`config.mk`:
```
export PLATFORM = sky130hd
export DESIGN_NAME = fp_div_32_flat
export DESIGN_NICKNAME = d
export VERILOG_FILES = /design/src/rtl/fp_pkg.sv /design/src/rtl/fp_div_32_if.sv /design/src/rtl/fp_round_rne.sv /design/src/rtl/fp_div_32.sv /design/src/flat_wrapper.sv
export SDC_FILE = /design/constraint.sdc
export NUM_CORES = 1
export LEC_CHECK = 0
export ABC_CLOCK_PERIOD_IN_PS = 4200
export CAP_MARGIN = 20
export CORE_UTILIZATION = 57
export CTS_CLUSTER_SIZE = 8
export DETAILED_ROUTE_END_ITERATION = 8
export PLACE_DENSITY = 0.87
export SYNTH_ARGS = -nofsm -noshare
export SYNTH_HDL_FRONTEND = slang
export SYNTH_SLANG_ARGS = --single-unit
export TNS_END_PERCENT = 5
```
`constraint.sdc`:
```
create_clock -name clk -period 4.2 [get_ports clk]
set_input_delay 0.63 -clock clk [delete_from_list [all_inputs] [get_ports clk]]
set_output_delay 0.63 -clock clk [all_outputs]
set_load 0.02 [all_outputs]
```
`src/rtl/fp_pkg.sv`:
```
// Shared floating-point definitions for the FP unit: IEEE-754 single field widths,
// divider sequencing states and the unpacked-operand view.
package fp_pkg;

    localparam int unsigned BIAS   = 127;
    localparam int unsigned EXP_W  = 8;
    localparam int unsigned FRAC_W = 23;
    localparam int unsigned QBITS  = 26;
    localparam logic [30:0] MAX_FINITE = 31'h7F7FFFFF;

    typedef enum logic [1:0] {
        IDLE  = 2'd0,
        DIV   = 2'd1,
        ROUND = 2'd2,
        DONE  = 2'd3
    } fp_state_e;

    typedef struct packed {
        logic              sign;
        logic [EXP_W-1:0]  exp;
        logic [FRAC_W:0]   mant;
    } fp_operand_t;

    // Denormals get a zero hidden bit; callers treat exp==0 as zero anyway.
    function automatic fp_operand_t fp_unpack(input logic [31:0] x);
        fp_operand_t o;
        o.sign = x[31];
        o.exp  = x[30:23];
        o.mant = {(x[30:23] != 8'd0), x[22:0]};
        return o;
    endfunction

endpackage

```
`src/rtl/fp_div_32_if.sv`:
```
// Start/done handshake and operand/result bus between the FP control FSM and the divider.
interface fp_div_32_if;
    logic        start;
    logic [31:0] a;
    logic [31:0] b;
    logic        busy;
    logic        done;
    logic [31:0] result;
    logic        div_by_zero;

    modport master (
        output start, a, b,
        input  busy, done, result, div_by_zero
    );

    modport slave (
        input  start, a, b,
        output busy, done, result, div_by_zero
    );
endinterface

```
`src/rtl/fp_round_rne.sv`:
```
// Round-to-nearest-even on a normalised 24-bit mantissa, then pack with
// flush-to-zero on underflow and saturation to max finite on overflow.
module fp_round_rne
    import fp_pkg::*;
(
    input  logic [23:0]       m,
    input  logic              g,
    input  logic              s,
    input  logic signed [9:0] exp,
    input  logic              sign,
    output logic [31:0]       result
);

    logic              rnd_up_s;
    logic              carry_s;
    logic [22:0]       frac_s;
    logic [22:0]       frac_out_s;
    logic signed [9:0] exp_out_s;

    // Rounding increment, mantissa renormalisation and final packing.
    always_comb begin
        rnd_up_s = g & (s | m[0]);
        {carry_s, frac_s} = {1'b0, m[22:0]} + {23'd0, rnd_up_s};
        // Fraction wrapping with the hidden bit set means the mantissa reached 2^24.
        if (carry_s & m[23]) begin
            frac_out_s = 23'd0;
            exp_out_s  = exp + 10'sd1;
        end else begin
            frac_out_s = frac_s;
            exp_out_s  = exp;
        end

        if (exp_out_s <= 10'sd0) begin
            result = {sign, 31'd0};
        end else if (exp_out_s >= 10'sd255) begin
            result = {sign, MAX_FINITE};
        end else begin
            result = {sign, exp_out_s[7:0], frac_out_s};
        end
    end

endmodule

```
`src/rtl/fp_div_32.sv`:
```
// Sequential single-precision divider: radix-2 restoring mantissa division,
// one quotient bit per clock, followed by a single round-to-nearest-even cycle.
module fp_div_32
    import fp_pkg::*;
(
    input  logic        clk,
    input  logic        reset,
    fp_div_32_if.slave  bus
);

    localparam logic signed [9:0] BIAS_S  = 10'(BIAS);
    localparam logic [4:0]        CNT_MAX = 5'(QBITS - 1);

    fp_state_e         state_q, state_d;
    logic              sign_q, sign_d;
    logic [23:0]       manb_q, manb_d;
    logic signed [9:0] e_q, e_d;
    logic [25:0]       q_q, q_d;
    logic [25:0]       rem_q, rem_d;
    logic [4:0]        cnt_q, cnt_d;
    logic              busy_q, busy_d;
    logic              done_q, done_d;
    logic [31:0]       result_q, result_d;
    logic              dbz_q, dbz_d;

    fp_operand_t       op_a_s;
    fp_operand_t       op_b_s;
    logic              sign_s;
    logic [26:0]       trial_s;
    logic [25:0]       step_rem_s;

    logic [23:0]       rnd_m_s;
    logic              rnd_g_s;
    logic              rnd_s_s;
    logic signed [9:0] rnd_exp_s;
    logic [31:0]       rnd_result_s;

    // Normalise the quotient into mantissa, guard and sticky for the rounder.
    always_comb begin
        if (q_q[25]) begin
            rnd_m_s   = q_q[25:2];
            rnd_g_s   = q_q[1];
            rnd_s_s   = q_q[0] | (rem_q != 26'd0);
            rnd_exp_s = e_q;
        end else begin
            rnd_m_s   = q_q[24:1];
            rnd_g_s   = q_q[0];
            rnd_s_s   = (rem_q != 26'd0);
            rnd_exp_s = e_q - 10'sd1;
        end
    end

    fp_round_rne u_round (
        .m      (rnd_m_s),
        .g      (rnd_g_s),
        .s      (rnd_s_s),
        .exp    (rnd_exp_s),
        .sign   (sign_q),
        .result (rnd_result_s)
    );

    // Next-state and datapath update for the IDLE/DIV/ROUND/DONE sequence.
    always_comb begin
        state_d  = state_q;
        sign_d   = sign_q;
        manb_d   = manb_q;
        e_d      = e_q;
        q_d      = q_q;
        rem_d    = rem_q;
        cnt_d    = cnt_q;
        result_d = result_q;
        dbz_d    = dbz_q;

        op_a_s  = fp_unpack(bus.a);
        op_b_s  = fp_unpack(bus.b);
        sign_s  = op_a_s.sign ^ op_b_s.sign;
        trial_s = {1'b0, rem_q} - {3'b000, manb_q};
        // A borrow out of the trial subtraction restores the old remainder.
        step_rem_s = trial_s[26] ? rem_q : trial_s[25:0];

        case (state_q)
            IDLE: begin
                if (bus.start) begin
                    sign_d = sign_s;
                    if (op_b_s.exp == 8'd0) begin
                        result_d = {sign_s, MAX_FINITE};
                        dbz_d    = 1'b1;
                        state_d  = DONE;
                    end else if (op_a_s.exp == 8'd0) begin
                        result_d = 32'd0;
                        dbz_d    = 1'b0;
                        state_d  = DONE;
                    end else begin
                        rem_d   = {2'b00, op_a_s.mant};
                        manb_d  = op_b_s.mant;
                        e_d     = $signed({2'b00, op_a_s.exp}) - $signed({2'b00, op_b_s.exp}) + BIAS_S;
                        q_d     = 26'd0;
                        cnt_d   = 5'd0;
                        state_d = DIV;
                    end
                end else begin
                    state_d = IDLE;
                end
            end
            DIV: begin
                q_d   = {q_q[24:0], ~trial_s[26]};
                rem_d = step_rem_s << 1;
                if (cnt_q == CNT_MAX) begin
                    state_d = ROUND;
                end else begin
                    cnt_d = cnt_q + 5'd1;
                end
            end
            ROUND: begin
                result_d = rnd_result_s;
                dbz_d    = 1'b0;
                state_d  = DONE;
            end
            DONE: begin
                state_d = IDLE;
            end
            default: begin
                state_d = IDLE;
            end
        endcase

        busy_d = (state_d != IDLE);
        done_d = (state_d == DONE);
    end

    // State and output registers; reset abandons any operation in flight.
    always_ff @(posedge clk) begin
        if (reset) begin
            state_q  <= IDLE;
            sign_q   <= 1'b0;
            manb_q   <= 24'd0;
            e_q      <= 10'sd0;
            q_q      <= 26'd0;
            rem_q    <= 26'd0;
            cnt_q    <= 5'd0;
            busy_q   <= 1'b0;
            done_q   <= 1'b0;
            result_q <= 32'd0;
            dbz_q    <= 1'b0;
        end else begin
            state_q  <= state_d;
            sign_q   <= sign_d;
            manb_q   <= manb_d;
            e_q      <= e_d;
            q_q      <= q_d;
            rem_q    <= rem_d;
            cnt_q    <= cnt_d;
            busy_q   <= busy_d;
            done_q   <= done_d;
            result_q <= result_d;
            dbz_q    <= dbz_d;
        end
    end

    assign bus.busy        = busy_q;
    assign bus.done        = done_q;
    assign bus.result      = result_q;
    assign bus.div_by_zero = dbz_q;

endmodule
```
`src/flat_wrapper.sv`:
```
// flat-port wrapper written by rule: the top's interface ports become plain ports
module fp_div_32_flat import fp_pkg::*;
  (clk, reset, bus_start, bus_a, bus_b, bus_busy, bus_done, bus_result, bus_div_by_zero);
  fp_div_32_if bus_i ();
  input  logic clk;
  input  logic reset;
  input wire logic [$bits(bus_i.start)-1:0] bus_start;
  input wire logic [$bits(bus_i.a)-1:0] bus_a;
  input wire logic [$bits(bus_i.b)-1:0] bus_b;
  output wire logic [$bits(bus_i.busy)-1:0] bus_busy;
  output wire logic [$bits(bus_i.done)-1:0] bus_done;
  output wire logic [$bits(bus_i.result)-1:0] bus_result;
  output wire logic [$bits(bus_i.div_by_zero)-1:0] bus_div_by_zero;
  assign bus_i.start = bus_start;
  assign bus_i.a = bus_a;
  assign bus_i.b = bus_b;
  assign bus_busy = bus_i.busy;
  assign bus_done = bus_i.done;
  assign bus_result = bus_i.result;
  assign bus_div_by_zero = bus_i.div_by_zero;
  fp_div_32 u_core (.clk(clk), .reset(reset), .bus(bus_i));
endmodule
```
==> reports/metrics.cfg, run 1 <==
[place]
place.gp.congestion = 0.8979
numPortBuffers = 101
pre_cts_ws_ns = 0.5911
dp_hpwl_um = 15820
placed_area_um2 = 9724

[power]
cellLeakagePower_uw = 0.003749
p_total_uw = 4178
powerDensity_nw_per_um2 = 404.2
ir_drop_mv = 0.3114

[final_layout]
stdcell_area_um2 = 10340
drive_above_1_share_pct = 6.306
antenna_cells = 0
fin_nets = 1331
syn2layout_area_growth_pct = 18.66
fin_util_pct = 70.33

[logic_synthesis]
ys_warn_count = 0
synth_flop_cell = dfxtp_1
yosysTopAreaCellShare_pct = 29.64
synth_edf_count = 0
synth_area_um2 = 8712
synth_area_leader_cell = dfxtp_1
yosysSeqAreaShare_pct = 29.64
synth_area_per_cell_um2 = 7.402
synth_nets = 1284
yosysUniqueCellTypes = 72
synth.area.top_cells = dfxtp_1 (30%), nand2_1 (7.8%), a21oi_1 (7.3%)
synth-seq-cells = 129
synth_cells = 1177
async_reset_ff_share_pct = 0

[floorplanning]
start_util_pct = 59.27
row_count = 44
io_pins = 102
die_area_um2 = 15780
coreArea_um2 = 14700
die_y_um = 125.6
die_w_um = 125.6

[detailed_routing]
num_vias = 8675
drt_wl_total_um = 22470
drcViolationCount = 8
drtPass1Iterations = 8
ant_nets = 0
routedWlPerCell_um = 15.81
avgViaCountPerCell = 6.105
drtIter0Drc = 750

[worst_hold_path]
min_path_type = flip-flop to flip-flop
hold_start = u_core.manb_q[3]$_SDFFE_PP0P_
whs_path_depth = 2

[clock_network]
cts_sinks = 129
htreeDepth = 4
tritoncts = yes
postCtsHoldBufs = 0
cts_made_buffers = 17
root_buffer = clkbuf_16
postCtsSetupRepairBufs = 0
clk_latency_ns = 0.42
cts_resized = 0
cts_buffer_depth = 2
clkTransAtPathRegs_ns = 0.06

[grt]
grt_max_degree = 75
grt.overflow.total = 0
grt_pass1_vias = 7931
met3_usage_pct = 5.947
grt_pass1_wl_um = 37830
use_met2_pct = 48.56
track_usage_pct = 29.03
grt.busiest_layer = met2
antenna_found_initial = 0
met1_usage_pct = 37.60

[sta]
fin_crit_sh_pct = 88.29
period_needed_ns = 3.708
tightest_slew_ns = 0.9610
slew_headroom_pct = 35.78
final-setup-viol-count = 0
worst_slack_ns = 0.4920
skew_ns = 0.006803
hold_viol = 0
fmax_ghz = 0.2697
rsz0062_at_grt = false
timing.setup.tns_ns = 0
maxSlewViolCount = 0

[worst_setup_path]
crit_chain = mux2_2 > nor3b_1 > nand4_1 > nor3_1 > a211oi_1 > nor4_2 > a2111oi_4 > buf_4 > a221oi_1 > nor2_1
crit_start = u_core.q_q[25]$_SDFFE_PP0P_
crit_path_max_incr_delay_ns = 0.77
crit_cells = 10
critPathKind = flip-flop to flip-flop
critical_path.endpoint_type = flip-flop
crit_family = simple AND/OR/NAND/NOR gates
worst-r2r-cell-count = 10
cp-start-kind = flip-flop
r2r_start = u_core.q_q[25]$_SDFFE_PP0P_
critPathBufInv = 1
crit_path_top_delay_cell = dfxtp_2
arrival_ns = 3.99
path_max_fanout = 32
critPathRequiredTime_ns = 4.48

[flow_run]
drv_cap = 0

[status]
status = finished with violations
violations = design-rule violations

==> power breakdown <==
part | internal [µW] | leakage, µW | total, µW | switching [µW]
Clock | 969 | 0.000296 | 1520 | 552
Combinational | 528 | 0.00240 | 1280 | 752
Sequential | 1290 | 0.00105 | 1380 | 82.1
Total | 2790 | 0.00375 | 4180 | 1390
==> registers in the layout (all words and copies together) (netlist names) <==
register / flops
u_core.bus.busy: 1
u_core.bus.div_by_zero: 1
u_core.bus.done: 1
u_core.bus.result: 32
u_core.cnt_q: 5
u_core.e_q: 10
u_core.manb_q: 24
u_core.q_q: 26
u_core.rem_q: 26
u_core.sign_q: 1
u_core.state_q: 2
==> kinds of logic after synthesis <==
group	share of synthesized area, %
fa+ha+maj	5.917
simple gates	24.17
compound gates	24.06
xor+xnor	5.917
mux	3.203
buf+inv	7.094
flops	29.64
==> cell usage after synthesis (23+ instances only) <==
master	instances
a21oi_1	127
a31oi_1	23
clkbuf_1	66
dfxtp_1	129
ha_1	38
inv_1	61
nand2_1	182
nand3_1	69
nor2_1	74
o21ai_0	47
xnor2_1	33
xor2_1	24
==> worst reg2reg max path, cell delays in order (launching register included) <==
cell and delay, ns:
dfxtp_2 0.77, mux2_2 0.30, nor3b_1 0.29, nand4_1 0.39
nor3_1 0.54, a211oi_1 0.17, nor4_2 0.36, a2111oi_4 0.12
buf_4 0.25, a221oi_1 0.30, nor2_1 0.08
==> cell usage in the layout, fill, tap and decap left out, types with 5 or more instances in the layout <==
master / Yosys / final
nand3b_1: 5 / 5
nand3_1: 69 / 69
o21ai_1: 12 / 12
buf_4: 1 / 19
dfxtp_1: 129 / 128
clkbuf_16: 0 / 17
mux2i_1: 20 / 20
a211oi_1: 13 / 13
a21o_1: 10 / 10
o31ai_1: 5 / 5
nand2b_1: 11 / 11
o21bai_1: 5 / 5
mux2_2: 7 / 7
xor2_1: 24 / 24
a221oi_1: 16 / 16
a21oi_1: 127 / 127
a21boi_0: 5 / 5
nor3b_1: 7 / 7
nor3_1: 22 / 21
o21ai_0: 47 / 47
nor4_1: 15 / 15
and3_1: 11 / 11
o211ai_1: 5 / 5
nor2_1: 74 / 73
nand2_1: 182 / 181
xnor2_1: 33 / 33
ha_1: 38 / 38
inv_1: 61 / 61
or2_2: 5 / 5
o311a_1: 14 / 14
nand4_1: 14 / 14
nor2b_1: 9 / 8
a31oi_1: 23 / 23
clkbuf_8: 0 / 6
clkdlybuf4s50_1: 0 / 100
a311oi_1: 10 / 10
==> path summary, 6_finish.rpt <==
path                                        end  slack (ns)
max          u_core.bus.result[26]$_SDFFE_PP0P_        0.49
min               u_core.manb_q[3]$_SDFFE_PP0P_        0.45
max reg2reg  u_core.bus.result[26]$_SDFFE_PP0P_        0.49
min reg2reg       u_core.manb_q[3]$_SDFFE_PP0P_        0.45
==> area by class of cell <==
cell class              instances  area, µm²
flip-flops and latches        129       2584
clock buffers                  25      515.5
clock inverters                 7      97.59
repair buffers                119       1144
well taps                     184      230.2
multi-input cells             895       5534
inverters                      62      232.7
fillers                      1173       4362
==> per-layer routing <==
layer  vias up  wire, µm
met5         -         0
met4         0       416
met3        37      1232
met2       272     10850
met1      4064      9965
li1       4302         -
==> metrics by stage <==
stage               instances  hold WS (ns)
finish                   1421        0.4530
global route             1421        0.4743
CTS                      1421        0.4560
detailed placement       1389        0.4485
global placement         1389        0.4432
floorplan                1177        0.4353
Power figures use the tool's default switching activity.
==> run 2: changes to the inputs <==
--- a/config.mk
+++ b/config.mk
@@ -10,6 +10,7 @@
 export CORE_UTILIZATION = 57
 export CTS_CLUSTER_SIZE = 8
 export DETAILED_ROUTE_END_ITERATION = 8
+export GPL_ROUTABILITY_DRIVEN = 0
 export PLACE_DENSITY = 0.87
 export SYNTH_ARGS = -nofsm -noshare
 export SYNTH_HDL_FRONTEND = slang
==> run 2 against run 1 <==
Against the previous run:
- the run still ends with design-rule violations left
- routed wire length down 1.2%
- flip-flop and latch count unchanged
- sequential power about the same
- register-to-register slack better by 0.02 ns
- clock skew down 0.00065 ns
==> reports/metrics.cfg, run 2 (synthesis gave the netlist of run 1 again) <==
[sta]
timing.setup.tns_ns = 0
fin_crit_sh_pct = 87.90
tightest_slew_ns = 0.9620
rsz0062_at_grt = false
final-setup-viol-count = 0
fmax_ghz = 0.2709
period_needed_ns = 3.692
skew_ns = 0.006155
hold_viol = 0
maxSlewViolCount = 0
worst_slack_ns = 0.5080
slew_headroom_pct = 35.71

[place]
dp_cells = 1388
pre_cts_ws_ns = 0.5829
dp_hpwl_um = 15440
numPortBuffers = 101

[worst_setup_path]
arrival_ns = 3.96
critical_path.endpoint_type = flip-flop
path_max_fanout = 34
cp-start-kind = flip-flop
critPathRequiredTime_ns = 4.47
critPathKind = flip-flop to flip-flop
crit_start = u_core.q_q[25]$_SDFFE_PP0P_
r2r_start = u_core.q_q[25]$_SDFFE_PP0P_

[clock_network]
cts_buffer_depth = 2
clk_latency_ns = 0.43
cts_made_buffers = 17
postCtsHoldBufs = 0
cts_sinks = 129
clkTransAtPathRegs_ns = 0.06
postCtsSetupRepairBufs = 0
root_buffer = clkbuf_16
htreeDepth = 4
cts_resized = 0
tritoncts = yes

[final_layout]
final_cells = 1420
antenna_cells = 0
largest_reg_flops = 32
drive_above_1_share_pct = 6.392
final_common_cell = nand2_1
final_cell_mix = nand2_1 (181), dfxtp_1 (128), a21oi_1 (127)
syn2layout_area_growth_pct = 18.47
fin_nets = 1330

[power]
seqPwrFrac_pct = 32.9
powerDensity_nw_per_um2 = 404.6
power.share.clock_pct = 36.3
p_sw_uw = 1409
power_frac_comb_pct = 30.7
cellLeakagePower_uw = 0.003744
ir_drop_mv = 0.3462
swShare_pct = 33.74
p_int_uw = 2767

[grt]
grt_max_degree = 90
antenna_found_initial = 0
met3_usage_pct = 5.055
grt.overflow.total = 0
grt.busiest_layer = met2
use_met2_pct = 48.86
met1_usage_pct = 36.80
grt_pass1_vias = 7893
track_usage_pct = 28.77
grt_pass1_wl_um = 37380

[floorplanning]
die_w_um = 125.6
row_count = 44
start_util_pct = 59.27
io_pins = 102
die_area_um2 = 15780
die_y_um = 125.6
coreArea_um2 = 14700

[detailed_routing]
drtIter0Drc = 710
avgViaCountPerCell = 6.026
drtPass1Iterations = 7
routedWlPerCell_um = 15.64
num_vias = 8557
ant_nets = 0
drcViolationCount = 8
drt_wl_total_um = 22210

[flow_run]
drv_cap = 0

[worst_hold_path]
min_path_type = flip-flop to flip-flop
hold_start = u_core.manb_q[14]$_SDFFE_PP0P_

[status]
violations = design-rule violations
status = finished with violations

-- run 2: cell count changes in the layout (fill, tap and decap cells not counted) --
cell and delta:
buf_4 -1, clkinv_4 +2, clkbuf_1 -2, bufinv_16 +1, clkinv_2 +4, clkbuf_8 -5
-- run 2: metrics by stage --
stage | hold slack [ns] | util, % | area [µm²] | power (µW)
2_1_floorplan | 0.4353 | - | 8712 | 2340
3_3_place_gp | 0.4434 | 66.10 | 9717 | 2620
3_5_place_dp | 0.4490 | 66.10 | 9717 | 2647
4_1_cts | 0.4567 | 70.22 | 10320 | 4164
5_1_grt | 0.4714 | 70.22 | 10320 | 4399
6_report | 0.4523 | 70.22 | 10320 | 4176
-- run 2: cell type report --
cell class | instances | area, µm²
inverter | 62 | 232.7
tap | 184 | 230.2
clock inverter | 14 | 165.2
multi-input combinational | 895 | 5534
clock buffer | 18 | 439.2
fill | 1134 | 4378
timing repair buffer | 118 | 1136
sequential | 129 | 2584
-- run 2: power by group through the flow --
stage	logic, µW	registers [µW]	clock network (µW)
finish	1280	1370	1520
floorplan	971	1370	0
global route	1420	1380	1600
detailed placement	1250	1400	0
CTS	1270	1370	1520
global placement	1220	1400	0
-- run 2: final timing paths --
check / to / slack, ns / cells past startpoint
worst max register to register: u_core.bus.result[7]$_SDFFE_PP0P_ / 0.51 / 10
worst max-delay path: u_core.bus.result[7]$_SDFFE_PP0P_ / 0.51 / 10
worst min register to register: u_core.manb_q[14]$_SDFFE_PP0P_ / 0.45 / 2
worst min-delay path: u_core.manb_q[14]$_SDFFE_PP0P_ / 0.45 / 2
-- run 2: layer usage --
layer / vias to the layer above / routed length [µm]
met2: 270 / 10820
met5: - / 0
met4: 0 / 457
li1: 4296 / -
met1: 3948 / 9845
met3: 43 / 1086
-- run 2: worst max-delay path, stage by stage, from the launching register on --
cell and delay, ns:
dfxtp_2 0.78, mux2_2 0.29, nor3b_1 0.34, nand4_1 0.39, nor4_1 0.47, o22ai_1 0.15
nor4_2 0.39, a2111oi_4 0.12, buf_4 0.25, a221oi_1 0.27, nor2_1 0.07
